[src/rtl/if_fetch_stage_pkg.sv]
// rtl/if_fetch_stage_pkg.sv - shared constants, state encoding and helpers for the fetch stage
package if_fetch_stage_pkg;

    localparam logic [31:0] RESET_PC_DEFAULT = 32'h0000_0000;
    localparam logic [31:0] NOP_INSTR        = 32'h0000_0000;

    typedef enum logic [1:0] {
        IF_IDLE = 2'd0,
        IF_REQ  = 2'd1,
        IF_DROP = 2'd2,
        IF_HOLD = 2'd3
    } if_state_e;

    // Branch targets are word addresses; the low two bits are forced to zero.
    function automatic logic [31:0] word_align(input logic [31:0] addr);
        return {addr[31:2], 2'b00};
    endfunction

endpackage

[src/rtl/if_fetch_stage_pc_register.sv]
// rtl/if_fetch_stage_pc_register.sv - program counter register with load enable
module pc_register #(
    parameter logic [31:0] RESET_PC = 32'h0000_0000
) (
    input  logic        clk,
    input  logic        rst,
    input  logic        load_en,
    input  logic [31:0] pc_in,
    output logic [31:0] pc_out
);

    logic [31:0] pc_q;
    logic [31:0] pc_d;

    // Take the new value only when the fetch logic asks for it.
    always_comb begin
        pc_d = pc_q;
        if (load_en) begin
            pc_d = pc_in;
        end
    end

    // PC storage; reset returns to the boot address.
    always_ff @(posedge clk) begin
        if (rst) begin
            pc_q <= RESET_PC;
        end else begin
            pc_q <= pc_d;
        end
    end

    assign pc_out = pc_q;

endmodule

[src/rtl/if_fetch_stage.sv]
// rtl/if_fetch_stage.sv - MIPS instruction fetch stage with req/ack memory port
module if_fetch_stage
    import if_fetch_stage_pkg::*;
#(
    parameter logic [31:0] RESET_PC = RESET_PC_DEFAULT
) (
    input  logic        clk,
    input  logic        rst,
    input  logic        freeze,
    input  logic        br_taken,
    input  logic [31:0] br_target,
    output logic        imem_req,
    output logic [31:0] imem_addr,
    input  logic        imem_ack,
    input  logic [31:0] imem_rdata,
    output logic [31:0] pc_plus4,
    output logic [31:0] instr,
    output logic        instr_valid,
    output logic        ifid_flush
);

    if_state_e   state_q;
    if_state_e   state_d;
    logic [31:0] drop_addr_q;
    logic [31:0] drop_addr_d;
    logic [31:0] hold_instr_q;
    logic [31:0] hold_instr_d;

    logic [31:0] pc;
    logic [31:0] pc_d;
    logic        pc_load;
    logic [31:0] pc_inc;
    logic [31:0] target;

    assign pc_inc = pc + 32'd4;
    assign target = word_align(br_target);

    pc_register #(
        .RESET_PC (RESET_PC)
    ) u_pc_register (
        .clk     (clk),
        .rst     (rst),
        .load_en (pc_load),
        .pc_in   (pc_d),
        .pc_out  (pc)
    );

    // Next state: a redirect always wins over freeze; a fetch abandoned by a
    // redirect keeps its address in DROP until memory answers it.
    always_comb begin
        state_d      = state_q;
        drop_addr_d  = drop_addr_q;
        hold_instr_d = hold_instr_q;
        pc_d         = pc;
        pc_load      = 1'b0;
        case (state_q)
            IF_IDLE: begin
                state_d = IF_REQ;
                if (br_taken) begin
                    pc_d    = target;
                    pc_load = 1'b1;
                end
            end
            IF_REQ: begin
                if (br_taken) begin
                    pc_d    = target;
                    pc_load = 1'b1;
                    if (!imem_ack) begin
                        drop_addr_d = pc;
                        state_d     = IF_DROP;
                    end
                end else if (imem_ack) begin
                    if (freeze) begin
                        hold_instr_d = imem_rdata;
                        state_d      = IF_HOLD;
                    end else begin
                        pc_d    = pc_inc;
                        pc_load = 1'b1;
                    end
                end
            end
            IF_DROP: begin
                if (br_taken) begin
                    pc_d    = target;
                    pc_load = 1'b1;
                end
                if (imem_ack) begin
                    state_d = IF_REQ;
                end
            end
            IF_HOLD: begin
                if (br_taken) begin
                    pc_d    = target;
                    pc_load = 1'b1;
                    state_d = IF_REQ;
                end else if (!freeze) begin
                    pc_d    = pc_inc;
                    pc_load = 1'b1;
                    state_d = IF_REQ;
                end
            end
            default: begin
                state_d = IF_IDLE;
            end
        endcase
    end

    // State, abandoned-request address and frozen instruction registers.
    always_ff @(posedge clk) begin
        if (rst) begin
            state_q      <= IF_IDLE;
            drop_addr_q  <= 32'h0;
            hold_instr_q <= 32'h0;
        end else begin
            state_q      <= state_d;
            drop_addr_q  <= drop_addr_d;
            hold_instr_q <= hold_instr_d;
        end
    end

    // Outputs are combinational from state and the memory response.
    always_comb begin
        imem_req    = 1'b0;
        imem_addr   = pc;
        instr       = NOP_INSTR;
        pc_plus4    = pc_inc;
        instr_valid = 1'b0;
        case (state_q)
            IF_REQ: begin
                imem_req = 1'b1;
                if (imem_ack) begin
                    instr       = imem_rdata;
                    instr_valid = 1'b1;
                end
            end
            IF_DROP: begin
                imem_req  = 1'b1;
                imem_addr = drop_addr_q;
            end
            IF_HOLD: begin
                instr       = hold_instr_q;
                instr_valid = 1'b1;
            end
            default: begin
                imem_req = 1'b0;
            end
        endcase
    end

    assign ifid_flush = br_taken | ~instr_valid;

endmodule

[config.mk]
export PLATFORM = sky130hd
export DESIGN_NAME = if_fetch_stage
export DESIGN_NICKNAME = d
export VERILOG_FILES = /design/src/rtl/if_fetch_stage_pkg.sv /design/src/rtl/if_fetch_stage_pc_register.sv /design/src/rtl/if_fetch_stage.sv
export SDC_FILE = /design/constraint.sdc
export NUM_CORES = 1
export LEC_CHECK = 0
export ABC_AREA = 0
export BUFFER_PORTS_ARGS = -buffer_cell sky130_fd_sc_hd__buf_2
export CORE_UTILIZATION = 34
export CTS_CLUSTER_DIAMETER = 60
export DETAILED_ROUTE_END_ITERATION = 16
export PLACE_DENSITY = 0.55
export SYNTH_ARGS = -nofsm -noshare
export SYNTH_HDL_FRONTEND = slang
export SYNTH_SLANG_ARGS = --single-unit
export TNS_END_PERCENT = 50
[constraint.sdc]
create_clock -name clk -period 2.45 [get_ports clk]
set_input_delay 0.1225 -clock clk [delete_from_list [all_inputs] [get_ports clk]]
set_output_delay 0.1225 -clock clk [all_outputs]
set_load 0.03 [all_outputs]
==> results of run 1 <==
[critical path: stages, from the launching register on]
cell and delay, ns:
dfxtp_2 0.41, nand4_1 0.16, or2_2 0.38, nor4_2 0.30, buf_4 0.17, xor2_1 0.23, buf_2 0.25
[registers in the layout, summed over array words and instances, names as in the netlist]
| name | cells |
|---|---|
| hold_instr_q | 32 |
| drop_addr_q | 30 |
| u_pc_register.pc_out | 30 |
| state_q | 2 |
[layout make-up]
type,instances,share of cell area (%)
clock buffers,11,3.56
clock inverters,5,0.513
inverters,9,0.495
multi-input cells,536,47.3
flip-flops and latches,94,27.7
well taps,216,3.96
repair buffers,201,16.5
[synth_stat cells, drive strengths merged (2+ instances only)]
cell and n:
a32oi 2, a21oi 82, xnor2 14, o21ai 21, and2 7, nand4 11
xor2 14, inv 9, nor2b 2, mux2 28, o221ai 2, and3 3
o31ai 6, a311oi 3, a22o 37, nand3 18, clkbuf 38, or4 3
nor4 10, buf 36, o22ai 4, dfxtp 94, nor3 12, and4 6
nor3b 3, nor2 29, a31oi 8, or2 3, mux2i 4, nand2 178
ha 5
[routing by layer]
layer  wire length [um]  global-route usage (%)  share of wire, %  vias up
li1                   -                       -                 -     2751
met1               7380                    26.1                44     2491
met2               8010                    34.2                48      147
met3               1240                    5.99               7.4       12
met4                166                    5.19              0.99        0
met5                  0                       0                 0        -
[cell families after synthesis]
kind of cell             share of synthesized area (%)
AO/OA/AOI/OAI                                     20.9
XOR/XNOR                                          4.46
adder cells (fa/ha/maj)                           1.14
buffers and inverters                             8.33
flip-flops                                        34.2
multiplexers                                      6.46
other                                           0.0682
AND/OR/NAND/NOR                                   24.5
[what timing repair did]
| action | CTS | global route |
|---|---|---|
| endpoints found under the hold margin | 2 | 0 |
| pin swaps | 0 | 2 |
| setup endpoints to repair | 6 | 12 |
| hold buffers | 2 | 0 |
| gates cloned | 0 | 0 |
| resized for setup | 9 | 10 |
[worst paths after layout]
path | from | endpoint | depth (start not counted)
setup / recovery | u_pc_register.pc_out[24] | pc_plus4[31] | 6
hold / removal | imem_rdata[1] | hold_instr_q[1] | 3
setup reg to reg | state_q[0] | u_pc_register.pc_out[19] | 7
hold reg to reg | drop_addr_q[24] | drop_addr_q[24] | 2
[cells in the final DEF, fill, tap and decap left out, types with 6 or more instances in the layout]
master	instances
nor3_1	11
nand3_1	16
and2_1	6
a21oi_1	82
o31ai_1	6
xor2_1	14
nand2_1	177
clkbuf_16	9
inv_1	9
buf_4	37
nor2_1	29
nand4_1	8
o21ai_0	20
mux2_2	28
dfxtp_1	86
a22o_1	37
buf_2	161
xnor2_1	14
a31oi_1	8
dfxtp_2	8
[power by group through the flow]
stage | sequential [W] | combinational [W] | clock [W]
after floorplan | 0.00166 | 0.000846 | 0
after global placement | 0.00170 | 0.00114 | 0
after detailed placement | 0.00170 | 0.00114 | 0
after CTS | 0.00166 | 0.00115 | 0.00139
after global routing | 0.00168 | 0.00123 | 0.00144
final | 0.00167 | 0.00114 | 0.00135
[metrics by stage]
step / util, % / setup slack, ns / power, W / area (sq um) / std cells
detailed placement: 40.8 / 0.268 / 0.00284 / 6460 / 1054
floorplan: - / 0.341 / 0.00251 / 5510 / 714
global placement: 40.8 / 0.281 / 0.00284 / 6460 / 1054
finish: 43.1 / 0.0783 / 0.00416 / 6830 / 1072
CTS: 42.9 / -0.0664 / 0.00420 / 6800 / 1072
global route: 43.1 / -0.0463 / 0.00435 / 6830 / 1072
==> run metrics, run 1 <==
Worst Setup End Kind primary output; Clock Sinks 94; core area 15800 sq um; Post-synth ARST share 0%; Clock transition at path regs 0.07 ns; max-cap violation count 0; RSZ-0062 raised after global routing yes; final worst-path cycle share 96.8%; synthesized cell area 5500 sq um; Post-synth EDFFs 0; Sw Pwr 0.00145 W; diode count 0; slew of the pin with the lowest slew margin 0.511 ns; kind of critical path register to primary output; Routed wire per std cell 15.7 um; vias per cell 5.04; f_max 422 MHz; Reg power frac 40.1%; Logic pwr share 27.4%; nets 925; Die Height 129 um; initial drt markers 330; VDD IR max 368 uV; sequential fraction of the synthesis area 34.2%; Worst Path Arrival 2.25 ns; post-CTS setup buffers 0; total track usage 20.6%; Pleak 2.95 nW; Yosys top cell area share 34.2%; leading area contributor after synthesis dfxtp_1; Slew Limit Fails 0; die area 16700 sq um; Yosys Warn Count 0; reg2reg setup slack 0.37 ns; largest net degree at the start of global routing 42; Initial Util 34.7%; Fin. Hold Viols 0; setup TNS 0 ns; syn_area_per_cell 7.73 sq um; row count 46; final-layout fill cell count 1648; normalized max-slew margin 65.9%; Syn Inst Count 711; drt first pass iters 5; vias in the first global route 5094; DRC errors left 0; startpoint types register; P per Cell Area 609 nW/um^2; H-tree levels 3; antenna-violating nets left 0; Register Area 1890 sq um; worst-skew pair later-pin latency 0.36 ns; Clock Skews 0.00741 ns; Clk pwr share 32.5%; Synth area leaders dfxtp_1 (34%), nand2_1 (12%), a21oi_1 (7.5%), a22o_1 (5.9%), mux2_2 (5.7%); Layout area overhead 24.1%; Synth Register Bits 94; via count 5401; CTS tree built; library cells used by synthesis 61; Ports 168; Internal Power 0.00270 W; initial antenna violation count 0; Final GP Congestion 0.787; Port-buffer cells 161; Die Wd 129 um; multi-input logic area 3230 sq um; outcome completed; share of cells above drive strength 1 32.0%; Sw Ratio 35.0%; Tmin final 2.37 ns; first-pass GRT wire length 26700 um; CP Max Fanout 8; grt total ovfl 0; Final HPWL DP 11700 um; total wire length 16800 um; CTS root buffer clkbuf_16; Final Setup Violations 0; CTS buffer count 9; Critical Path RT 2.33 ns; clk buf depth 2; hold_ws 0.0120 ns; Primary FF master, synth dfxtp_1; Hold Path Class primary input to register
Power figures use the tool's default switching activity.
==> run 2: changes to the inputs <==
--- a/config.mk
+++ b/config.mk
@@ -11,6 +11,7 @@
 export CTS_CLUSTER_DIAMETER = 60
 export DETAILED_ROUTE_END_ITERATION = 16
 export PLACE_DENSITY = 0.55
+export REMOVE_ABC_BUFFERS = 1
 export SYNTH_ARGS = -nofsm -noshare
 export SYNTH_HDL_FRONTEND = slang
 export SYNTH_SLANG_ARGS = --single-unit
==> run 2 against run 1 <==
  * Global-route usage down 0.39 points
  * Hold slack about the same
  * Cell count about the same
  * Via count increased by 0.74%
  * Sequential share of layout area down 0.095 points
  * Sequential cell count unchanged
  * Final area up 0.15%
  * Clock-buffer cell count grew 3
  * Combinational power about the same
  * Wire length increased by 0.24%
  * Clock power barely moved
==> run metrics, run 2 (synthesized netlist as in run 1, its figures left out) <==
Final Setup Violations 0; grt total ovfl 0; initial drt markers 338; Final HPWL DP 11500 um; max-cap violation count 0; total track usage 20.2%; Final GP Congestion 0.789; Worst Path Arrival 2.18 ns; largest net degree at the start of global routing 48; VDD IR max 384 uV; Layout area overhead 24.3%; Clock transition at path regs 0.06 ns; slew of the pin with the lowest slew margin 0.525 ns; vias per cell 5.07; clk buf depth 2; Die Wd 129 um; P per Cell Area 605 nW/um^2; total wire length 16800 um; Worst Setup End Kind primary output; share of cells above drive strength 1 32.2%; finished layout cell area 6840 sq um; Ports 168; RSZ-0062 raised after global routing yes; Util after Layout 43.2%; Port-buffer cells 161; f_max 435 MHz; CTS tree built; H-tree levels 3; core area 15800 sq um; final worst-path cycle share 93.8%; Met2 Wirelength 7620 um; Tmin final 2.30 ns; Pleak 2.95 nW; Critical Path RT 2.33 ns; met3 wire length 691 um; diode count 0; max FFs per register 32; outcome completed; Fin. Hold Viols 0; final-layout fill cell count 1674; normalized max-slew margin 65.0%; kind of critical path register to primary output; Die Height 129 um; most common cell after layout, fill and taps aside nand2_1; first-pass GRT wire length 26100 um; Biggest register hold_instr_q; Hold Path Class primary input to register; non-filler instance count after layout 1073; initial antenna violation count 0; CTS buffer count 9; via count 5441; CTS root buffer clkbuf_16; DRC errors left 0; CP Max Fanout 7; Post-CTS Hold Fix Bufs 0; nets 927; row count 46; most frequent cells in the layout nand2_1 (177), buf_2 (161), dfxtp_1 (89); vias in the first global route 4725; die area 16700 sq um; Initial Util 34.7%; Clock Skews 0.00703 ns; top routing layer in use met4; Routed wire per std cell 15.7 um; drt first pass iters 5; antenna-violating nets left 0; Placed Instance Area 6470 sq um; startpoint types register; Inst Count DP 1055; hold_ws 0.0119 ns; Clock Sinks 94; WL met1 8230 um; worst-skew pair later-pin latency 0.35 ns; Slew Limit Fails 0
run 2: cell count changes in the layout (fill, tap and decap cells not counted), moves of 2 or more:
cell	previous run	this run
dlygate4sd3_1	2	0
dfxtp_1	86	89
clkbuf_1	1	3
dfxtp_2	8	5
buf_4	37	41
clkinv_4	2	0
run 2: critical path, cell delays in order (launching register included):
cell and delay, ns:
dfxtp_1 0.44, nand4_1 0.25, or2_2 0.41, nor4b_4 0.34, xor2_1 0.17, buf_2 0.21
run 2: routing by layer:
layer | vias up | GRT usage, %
met1 | 2541 | 28.7
met5 | - | 0
met2 | 124 | 30.6
met4 | 0 | 8.51
li1 | 2758 | -
met3 | 18 | 2.60
run 2: area by class of cell:
class | count | area, sq um | share of cell area [%]
multi-input combinational | 536 | 3240 | 47.4
sequential | 94 | 1890 | 27.6
timing repair buffer | 203 | 1130 | 16.6
tap | 216 | 270 | 3.95
clock buffer | 14 | 264 | 3.86
inverter | 9 | 33.8 | 0.494
clock inverter | 1 | 5.00 | 0.0732
run 2: timing repair:
item / in CTS / in global routing
resized for setup: 3 / 16
pin swaps: 0 / 2
buffers inserted: 0 / 3
setup endpoints to repair: 4 / 13
run 2: final timing paths:
| kind | slack (ns) | startpoint | depth (start not counted) | end |
|---|---|---|---|---|
| hold reg to reg | 0.45 | drop_addr_q[31] | 2 | drop_addr_q[31] |
| hold / removal | 0.01 | imem_rdata[0] | 3 | hold_instr_q[0] |
| setup reg to reg | 0.38 | state_q[1] | 8 | u_pc_register.pc_out[17] |
| setup / recovery | 0.15 | u_pc_register.pc_out[15] | 5 | pc_plus4[25] |
run 2: where the power goes:
group,internal [W],switching [W],total [W],leakage [nW]
clock network,0.000739,0.000598,0.00134,0.133
logic,0.000380,0.000745,0.00113,2.05
registers,0.00160,0.0000778,0.00168,0.766
total,0.00272,0.00142,0.00414,2.95
run 2: through the flow:
step / worst slack (ns) / setup TNS (ns) / total power, W
2_1_floorplan: -0.351 / -6.16 / 0.00241
3_3_place_gp: 0.268 / 0 / 0.00283
3_5_place_dp: 0.269 / 0 / 0.00283
4_1_cts: 0.0135 / 0 / 0.00419
5_1_grt: 0.0109 / 0 / 0.00433
6_report: 0.152 / 0 / 0.00414
